[config.mk]
export PLATFORM = sky130hd
export DESIGN_NAME = obf_seq_ctrl_flat
export DESIGN_NICKNAME = d
export VERILOG_FILES = /design/src/rtl/obf_seq_ctrl_if.sv /design/src/rtl/obf_seq_ctrl.sv /design/src/flat_wrapper.sv
export SDC_FILE = /design/constraint.sdc
export NUM_CORES = 1
export LEC_CHECK = 0
export CELL_PAD_IN_SITES_DETAIL_PLACEMENT = 1
export CELL_PAD_IN_SITES_GLOBAL_PLACEMENT = 2
export CORE_MARGIN = 3
export CORE_UTILIZATION = 18
export CTS_CLUSTER_DIAMETER = 60
export DETAILED_ROUTE_END_ITERATION = 16
export PLACE_DENSITY = 0.82
export SYNTH_ARGS = -nofsm -noshare
export SYNTH_HDL_FRONTEND = slang
export SYNTH_SLANG_ARGS = --single-unit
[constraint.sdc]
create_clock -name clk -period 2.51 [get_ports clk]
set_input_delay 0.502 -clock clk [delete_from_list [all_inputs] [get_ports clk]]
set_output_delay 0.502 -clock clk [all_outputs]
set_load 0.005 [all_outputs]
[src/rtl/obf_seq_ctrl_if.sv]
// Request / LUT / output bundle for the obfuscation sequencer.
// The slave modport is the sequencer's view. The master modport is the surrounding logic's view.
interface obf_seq_ctrl_if #(
  parameter int IGU_W  = 7,
  parameter int PPC_W  = 4,
  parameter int LEN_W  = 4,
  parameter int DATA_W = 16
);
  logic              flush;
  logic              req_valid;
  logic              req_ready;
  logic [IGU_W-1:0]  req_index;
  logic [LEN_W-1:0]  req_len;
  logic [IGU_W-1:0]  lut_index;
  logic [PPC_W-1:0]  lut_ppc;
  logic [DATA_W-1:0] lut_sub;
  logic [DATA_W-1:0] lut_imm;
  logic              lut_has_imm;
  logic              out_valid;
  logic              out_ready;
  logic [DATA_W-1:0] out_sub;
  logic [DATA_W-1:0] out_imm;
  logic              out_last;
  logic              busy;
  logic              err;

  modport slave (
    input  flush, req_valid, req_index, req_len, lut_sub, lut_imm, lut_has_imm, out_ready,
    output req_ready, lut_index, lut_ppc, out_valid, out_sub, out_imm, out_last, busy, err
  );

  modport master (
    output flush, req_valid, req_index, req_len, lut_sub, lut_imm, lut_has_imm, out_ready,
    input  req_ready, lut_index, lut_ppc, out_valid, out_sub, out_imm, out_last, busy, err
  );
endinterface

[src/rtl/obf_seq_ctrl.sv]
// Steps the substitution LUT through one sequence per request. Words appear one cycle after the request is accepted.
// When out_valid is high and out_ready is low, the index, ppc and count registers hold. A request can be accepted on the last-word handshake.
module obf_seq_ctrl #(
  parameter int IGU_W  = 7,
  parameter int PPC_W  = 4,
  parameter int LEN_W  = 4,
  parameter int DATA_W = 16
) (
  input  logic             clk,
  input  logic             rst,
  obf_seq_ctrl_if.slave    bus
);
  typedef enum logic {IDLE, RUN} state_t;

  state_t            state_q, state_d;
  logic [IGU_W-1:0]  index_q, index_d;
  logic [PPC_W-1:0]  ppc_q, ppc_d;
  logic [LEN_W-1:0]  cnt_q, cnt_d;
  logic [LEN_W-1:0]  len_q, len_d;
  logic              err_q, err_d;

  logic              run;
  logic              out_valid;
  logic              out_last;
  logic              out_hs;
  logic              req_ready;
  logic              load;
  logic [PPC_W:0]    ppc_sum;

  assign run       = (state_q == RUN);
  assign out_valid = run & ~bus.flush;
  assign out_last  = out_valid & (cnt_q == len_q - LEN_W'(1));
  assign out_hs    = out_valid & bus.out_ready;
  // Flush blocks acceptance. While running, only the last-word handshake frees the slot.
  assign req_ready = ~bus.flush & (~run | (out_last & bus.out_ready));
  assign load      = bus.req_valid & req_ready & (bus.req_len != '0);
  // One extra bit so that ppc overflow can be seen before the pointer is written.
  assign ppc_sum   = {1'b0, ppc_q} + (bus.lut_has_imm ? (PPC_W+1)'(2) : (PPC_W+1)'(1));

  always_comb begin
    state_d = state_q;
    index_d = index_q;
    ppc_d   = ppc_q;
    cnt_d   = cnt_q;
    len_d   = len_q;
    err_d   = 1'b0;
    if (bus.flush) begin
      state_d = IDLE;
      ppc_d   = '0;
      cnt_d   = '0;
    end else if (load) begin
      state_d = RUN;
      index_d = bus.req_index;
      len_d   = bus.req_len;
      ppc_d   = '0;
      cnt_d   = '0;
    end else if (out_hs) begin
      if (out_last) begin
        state_d = IDLE;
        ppc_d   = '0;
        cnt_d   = '0;
      end else if (ppc_sum[PPC_W]) begin
        err_d   = 1'b1;
        state_d = IDLE;
        ppc_d   = '0;
        cnt_d   = '0;
      end else begin
        ppc_d   = ppc_sum[PPC_W-1:0];
        cnt_d   = cnt_q + LEN_W'(1);
      end
    end
  end

  always_ff @(posedge clk or posedge rst) begin
    if (rst) begin
      state_q <= IDLE;
      index_q <= '0;
      ppc_q   <= '0;
      cnt_q   <= '0;
      len_q   <= '0;
      err_q   <= 1'b0;
    end else begin
      state_q <= state_d;
      index_q <= index_d;
      ppc_q   <= ppc_d;
      cnt_q   <= cnt_d;
      len_q   <= len_d;
      err_q   <= err_d;
    end
  end

  assign bus.req_ready = req_ready;
  assign bus.lut_index = index_q;
  assign bus.lut_ppc   = ppc_q;
  assign bus.out_valid = out_valid;
  assign bus.out_sub   = out_valid ? bus.lut_sub : {DATA_W{1'b0}};
  assign bus.out_imm   = (out_valid & bus.lut_has_imm) ? bus.lut_imm : {DATA_W{1'b0}};
  assign bus.out_last  = out_last;
  assign bus.busy      = run;
  assign bus.err       = err_q;
endmodule

[src/flat_wrapper.sv]
// flat-port wrapper written by rule: the top's interface ports become plain ports
module obf_seq_ctrl_flat 
#(
  parameter int IGU_W  = 7,
  parameter int PPC_W  = 4,
  parameter int LEN_W  = 4,
  parameter int DATA_W = 16
)
  (clk, rst, bus_flush, bus_req_valid, bus_req_index, bus_req_len, bus_lut_sub, bus_lut_imm, bus_lut_has_imm, bus_out_ready, bus_req_ready, bus_lut_index, bus_lut_ppc, bus_out_valid, bus_out_sub, bus_out_imm, bus_out_last, bus_busy, bus_err);
  obf_seq_ctrl_if #(.IGU_W(IGU_W), .PPC_W(PPC_W), .LEN_W(LEN_W), .DATA_W(DATA_W)) bus_i ();
  input  logic clk;
  input  logic rst;
  input wire logic [$bits(bus_i.flush)-1:0] bus_flush;
  input wire logic [$bits(bus_i.req_valid)-1:0] bus_req_valid;
  input wire logic [$bits(bus_i.req_index)-1:0] bus_req_index;
  input wire logic [$bits(bus_i.req_len)-1:0] bus_req_len;
  input wire logic [$bits(bus_i.lut_sub)-1:0] bus_lut_sub;
  input wire logic [$bits(bus_i.lut_imm)-1:0] bus_lut_imm;
  input wire logic [$bits(bus_i.lut_has_imm)-1:0] bus_lut_has_imm;
  input wire logic [$bits(bus_i.out_ready)-1:0] bus_out_ready;
  output wire logic [$bits(bus_i.req_ready)-1:0] bus_req_ready;
  output wire logic [$bits(bus_i.lut_index)-1:0] bus_lut_index;
  output wire logic [$bits(bus_i.lut_ppc)-1:0] bus_lut_ppc;
  output wire logic [$bits(bus_i.out_valid)-1:0] bus_out_valid;
  output wire logic [$bits(bus_i.out_sub)-1:0] bus_out_sub;
  output wire logic [$bits(bus_i.out_imm)-1:0] bus_out_imm;
  output wire logic [$bits(bus_i.out_last)-1:0] bus_out_last;
  output wire logic [$bits(bus_i.busy)-1:0] bus_busy;
  output wire logic [$bits(bus_i.err)-1:0] bus_err;
  assign bus_i.flush = bus_flush;
  assign bus_i.req_valid = bus_req_valid;
  assign bus_i.req_index = bus_req_index;
  assign bus_i.req_len = bus_req_len;
  assign bus_i.lut_sub = bus_lut_sub;
  assign bus_i.lut_imm = bus_lut_imm;
  assign bus_i.lut_has_imm = bus_lut_has_imm;
  assign bus_i.out_ready = bus_out_ready;
  assign bus_req_ready = bus_i.req_ready;
  assign bus_lut_index = bus_i.lut_index;
  assign bus_lut_ppc = bus_i.lut_ppc;
  assign bus_out_valid = bus_i.out_valid;
  assign bus_out_sub = bus_i.out_sub;
  assign bus_out_imm = bus_i.out_imm;
  assign bus_out_last = bus_i.out_last;
  assign bus_busy = bus_i.busy;
  assign bus_err = bus_i.err;
  obf_seq_ctrl #(.IGU_W(IGU_W), .PPC_W(PPC_W), .LEN_W(LEN_W), .DATA_W(DATA_W)) u_core (.clk(clk), .rst(rst), .bus(bus_i));
endmodule
# After elaboration in Yosys (flattened, before gate mapping)
# Cells that the tools add are included.
# totals
latchBits,0
reg_bits,21
mem_bits_ro,0
output_inout_bits,48
n_memories,0
ram_bits,0
word_cells,49
# classes
n_bitwise,11
muxes,23
n_lt_le_gt_ge,0
div,0
n_eq_ne,1
multipliers,0
reduce_logical,5
n_addsub,3
n_shift,0
# op_table
operator,count
two-way mux 4 bit,10
two-way mux 16 bit,2
two-way mux 1 bit,10
bitwise AND 1 bit,8
nonzero test 4 bit,2
adder 4 x 5 -> 5 bit,1
"adder 4 x 1 -> 4 bit, second input constant",1
equality test 4 bit,1
AND reduction 2 bit,2
"subtractor 4 x 1 -> 4 bit, second input constant",1
nonzero test 3 bit,1
two-way mux 2 bit,1
inverter 1 bit,2
bitwise OR 1 bit,1

# Logic depth before layout (Yosys ltp)
# Gate-level depths: netlist of run 1.
# depth
depth_word,10
mapped_depth,9

# Worst setup path after synthesis of run 1
# OpenSTA, ideal clock, no wires.
# synth_path
kind,input -> register
start,input port bus_lut_has_imm
end,register u_core.cnt_q[3]
path_stages,8
arrival_time_ps,2067
t_required_ps,2426
path_buffers,1
path_slack_ps,359
path_cell_list,clkbuf_1 inv_1 ha_1 fa_1 a31oi_1 o21ai_0 a211o_1 o21ai_0
# synth_via
elab_chain_cells,7
# synth_rtl
element,line_no,source
start: declaration,flat_wrapper.sv:19,input wire logic [$bits(bus_i.lut_has_imm)-1:0] bus_lut_has_imm;
two-way mux 2 bit,obf_seq_ctrl.sv:38,"assign ppc_sum = {1'b0, ppc_q} + (bus.lut_has_imm ? (PPC_W+1)'(2) : (PPC_W+1)'(1));"
adder 4 x 5 -> 5 bit,obf_seq_ctrl.sv:38,
two-way mux 4 bit,obf_seq_ctrl.sv:62,end else if (ppc_sum[PPC_W]) begin
two-way mux 4 bit,obf_seq_ctrl.sv:58,if (out_last) begin
two-way mux 4 bit,obf_seq_ctrl.sv:57,end else if (out_hs) begin
two-way mux 4 bit,obf_seq_ctrl.sv:51,end else if (load) begin
two-way mux 4 bit,obf_seq_ctrl.sv:47,if (bus.flush) begin
end signal: assignment,obf_seq_ctrl.sv:86,cnt_q <= cnt_d;
end: declaration,obf_seq_ctrl.sv:18,"logic [LEN_W-1:0] cnt_q, cnt_d;"
# No other way between the ends. The select of a mux whose other input is x is not followed.
# A chain may end at the register's enable or synchronous reset.

# Worst setup path in the final report of run 1
# layout_path
start,register u_core.len_q[1]
end,output port bus_out_last
# layout_via
elab_chain_cells,3
# layout_rtl
element,line_no,source
start: declaration,obf_seq_ctrl.sv:19,"logic [LEN_W-1:0] len_q, len_d;"
start signal: assignment,obf_seq_ctrl.sv:87,len_q <= len_d;
subtractor 4 x 1 -> 4 bit,obf_seq_ctrl.sv:32,assign out_last = out_valid & (cnt_q == len_q - LEN_W'(1));
equality test 4 bit,obf_seq_ctrl.sv:32,
bitwise AND 1 bit,obf_seq_ctrl.sv:32,
end: declaration,flat_wrapper.sv:27,output wire logic [$bits(bus_i.out_last)-1:0] bus_out_last;
# No other way between the ends.

==> results of run 1 <==
## metrics by stage
step	total power, W	TNS (ns)	utilization, %	setup WS [ns]
detailed placement	0.00122	-3.78	35.9	-0.275
CTS	0.00144	0	36.3	0.00278
global route	0.00157	0	36.8	0.00852
floorplan	0.000810	0	-	0.359
global placement	0.00120	-2.95	35.9	-0.235
finish	0.00145	0	36.8	0.114
## sequential cells by signal (all words and copies together), names as in the netlist
| register | cells |
|---|---|
| u_core.bus.lut_index | 7 |
| u_core.bus.lut_ppc | 4 |
| u_core.cnt_q | 4 |
| u_core.len_q | 4 |
| u_core.bus.busy | 1 |
| u_core.bus.err | 1 |
## area by class of cell
type	count	area (sq um)
fillers	831	4430
repair buffers	116	1100
multi-input cells	104	763
flip-flops and latches	21	526
well taps	96	120
clock buffers	3	41.3
inverters	8	30.0
clock inverters	1	5.00
## synth_stat cells
master	number
nand4_1	3
xor2_1	5
o21bai_1	1
nor2b_1	1
nor2_1	2
buf_8	1
o21ai_0	6
a21o_1	1
or2_2	2
a211o_1	1
a31oi_1	1
inv_1	8
nand2b_1	1
a32o_1	1
clkbuf_1	4
nand2_1	9
or3_1	1
xnor2_1	2
o31ai_2	1
nor4_1	1
and3_1	16
a21oi_1	5
and2b_1	1
and2b_2	1
dfrtp_1	21
nand3_1	3
ha_1	4
xnor3_1	1
o2bb2ai_1	1
fa_1	1
mux2_2	8
o21a_1	1
nand4b_1	1
buf_6	1
nor3_1	5
mux2i_1	1
and2_1	16
buf_2	1
## worst max-delay path: stages (launching register included)
cell           delay [ns]
dfrtp_1              0.38
inv_1                0.12
ha_4                 0.22
xor2_2               0.12
nand4_1              0.12
or2_4                0.27
inv_1                0.07
buf_4                0.11
dlygate4sd2_1        0.23
## cell usage in the layout (no fill, tap or decap), types with 5 or more instances in the layout
cell / netlist / routed
dlygate4sd2_1: 0 / 27
buf_4: 0 / 18
clkdlybuf4s50_1: 0 / 67
and2_1: 16 / 16
a21oi_1: 5 / 5
inv_1: 8 / 7
nor3_1: 5 / 5
o21ai_0: 6 / 6
and3_1: 16 / 16
mux2_2: 8 / 8
nand2_1: 9 / 9
dfrtp_1: 21 / 21
## worst max-delay path by stage
stage,slack [ns],end,depth (start not counted)
floorplan,0.36,u_core.cnt_q[3]$_DFFE_PP0P_,8
global placement,-0.24,bus_req_ready,8
detailed placement,-0.28,bus_req_ready,8
CTS,0.003,bus_req_ready,8
global route,0.009,bus_out_last,8
finish,0.11,bus_out_last,8
## logic make-up (layout without fill, tap and decap cells)
family	count (synthesis)	in the layout	synth area share [%]
adders and majority gates	5	5	5.22
and+or+nand+nor	63	63	27.0
buffers and inverters	15	128	5.68
muxes	9	9	7.46
xor gates and xnor gates	8	8	6.24
DFF	21	21	39.1
AOI/OAI and AO/OA	19	19	9.23
## where the power goes
part	switching, W	total [W]	internal, W
logic	0.000262	0.000714	0.000451
clock network	0.000114	0.000225	0.000111
registers	0.0000786	0.000509	0.000431
total	0.000455	0.00145	0.000993
## timing repair
item                       in CTS  in global routing
setup buffers                   1                  2
resized for setup              32                  6
setup endpoints to repair      34                 16
gates cloned                    0                  0
pin swaps                       1                  3
## metal layers
| metal | vias up | track usage [%] | wire length (um) |
|---|---|---|---|
| li1 | 706 | - | - |
| met4 | 0 | 3.09 | 103 |
| met5 | - | 0 | 0 |
| met3 | 8 | 2.60 | 218 |
| met2 | 32 | 19.3 | 2560 |
| met1 | 692 | 13.8 | 1930 |
==> summary.md, run 1 <==
| Metric | Value |
|---|---|
| Layout Area Growth over Synthesis | `92.5%` |
| Hold_sp | `u_core.bus.lut_index[1]$_DFFE_PP0P_` |
| Die area | `0.00853 sq mm` |
| Reg-to-Reg End | `u_core.bus.lut_index[4]$_DFFE_PP0P_` |
| TritonRoute pass-1 iters | `4` |
| Residual DRC | `0` |
| FF-to-FF Start | `u_core.len_q[1]$_DFFE_PP0P_` |
| Routed WL | `4820 um` |
| Min-delay worst type | `reg2reg` |
| Share of layout cells above drive strength 1 | `15.8%` |
| Port bufs | `96` |
| WP data arrival | `1.89 ns` |
| Largest net degree at the start of global routing | `34` |
| Initial antenna violation count | `0` |
| Number of global-route vias before repair | `1515` |
| Worst Hold End | `u_core.bus.lut_index[1]$_DFFE_PP0P_` |
| Post-Layout Cell Count | `349` |
| RSZ-0062 raised after global routing | `false` |
| Inst Count DP | `342` |
| Gate Count Post-Synth | `140` |
| Worst rel slew slack | `73.5%` |
| CP Capture Type | `output port` |
| Max-slew violation count | `0` |
| Core area | `0.00702 sq mm` |
| DIE HEIGHT | `92.4 um` |
| Worst slew pin tran | `0.394 ns` |
| CTS tree | `built` |
| GP Congestion | `0.749` |
| HPWL after DPL | `4010 um` |
| Post-CTS Hold Buffers | `0` |
| Synth area leaders | `dfrtp_1 39%, and2_1 7.5%, and3_1 7.5%` |
| Leakage power | `1.26 nW` |
| Final instance area | `0.00258 sq mm` |
| Final min period | `2.40 ns` |
| Peak supply drop | `0.261 mV` |
| Hold Slack | `0.507 ns` |
| Clock skew | `0.00930 ns` |
| Worst Hold Path Cells | `1` |
| Clk_lat worst skew | `0.26 ns` |
| Yosys cell types | `38` |
| Post-synth top area cell | `dfrtp_1` |
| Synth warn | `0` |
| FF-to-FF path depth | `10` |
| Vias post-DR | `1438` |
| Outcome | `finished, final reports clean` |
| PwrDens | `560 mW/mm^2` |
| Row cnt | `30` |
| Die Width | `92.4 um` |
| Final nets | `308` |
| Max clock buf depth | `2` |
| Final setup viols | `0` |
| Clock-pin slew on the worst setup and hold paths | `0.08 ns` |
| Routed WL per cell | `13.8 um` |
| Data required, critical path | `2.01 ns` |
| MaxCap Viol Count | `0` |
| Final Hold Fails | `0` |
| Mapped Area | `0.00134 sq mm` |
| # clock sinks | `21` |
| Initial Util | `19.1%` |
| # diodes | `0` |
| Post-synthesis sequential area ratio | `39.1%` |
| Synth Net Count | `194` |
| Vias per cell | `4.12` |
| Synth Area per Inst | `9.59 sq um` |
| #FFs+latches synth | `21` |
| Fmax achieved | `0.417 GHz` |
| Final period utilization | `95.5%` |
| Drt first-iter violations | `12` |
| Clock root buffer | `clkbuf_8` |
| Critical Path Start Type | `flip-flop` |
| Peak fanout along the critical path | `3` |
| Critical path class | `reg2out` |
| First-pass GRT wire length | `7800 um` |
| GRT overflow | `0` |
| Max H-tree Level | `1` |
| GRT Resource Usage Total | `11.2%` |
| IO Count | `97` |
| Critical Path Start | `u_core.len_q[1]$_DFFE_PP0P_` |
| Num CTS Buffers | `3` |
| Top cell type's share of synthesized area | `39.1%` |
| Placed cell area | `0.00252 sq mm` |
| R2R Setup Slk | `0.20 ns` |
| Number of routed nets with antenna violations | `0` |
No activity file was read; power rests on OpenSTA's default activity.
==> run 2, diff against run 1 <==
--- a/config.mk
+++ b/config.mk
@@ -9,6 +9,7 @@
 export CELL_PAD_IN_SITES_GLOBAL_PLACEMENT = 2
 export CORE_MARGIN = 3
 export CORE_UTILIZATION = 18
+export CTS_BUF_LIST = sky130_fd_sc_hd__clkbuf_8 sky130_fd_sc_hd__clkbuf_16
 export CTS_CLUSTER_DIAMETER = 60
 export DETAILED_ROUTE_END_ITERATION = 16
 export PLACE_DENSITY = 0.82
==> results of run 2 <==
The final DEF is identical to that of run 1; final timing and power are the same.
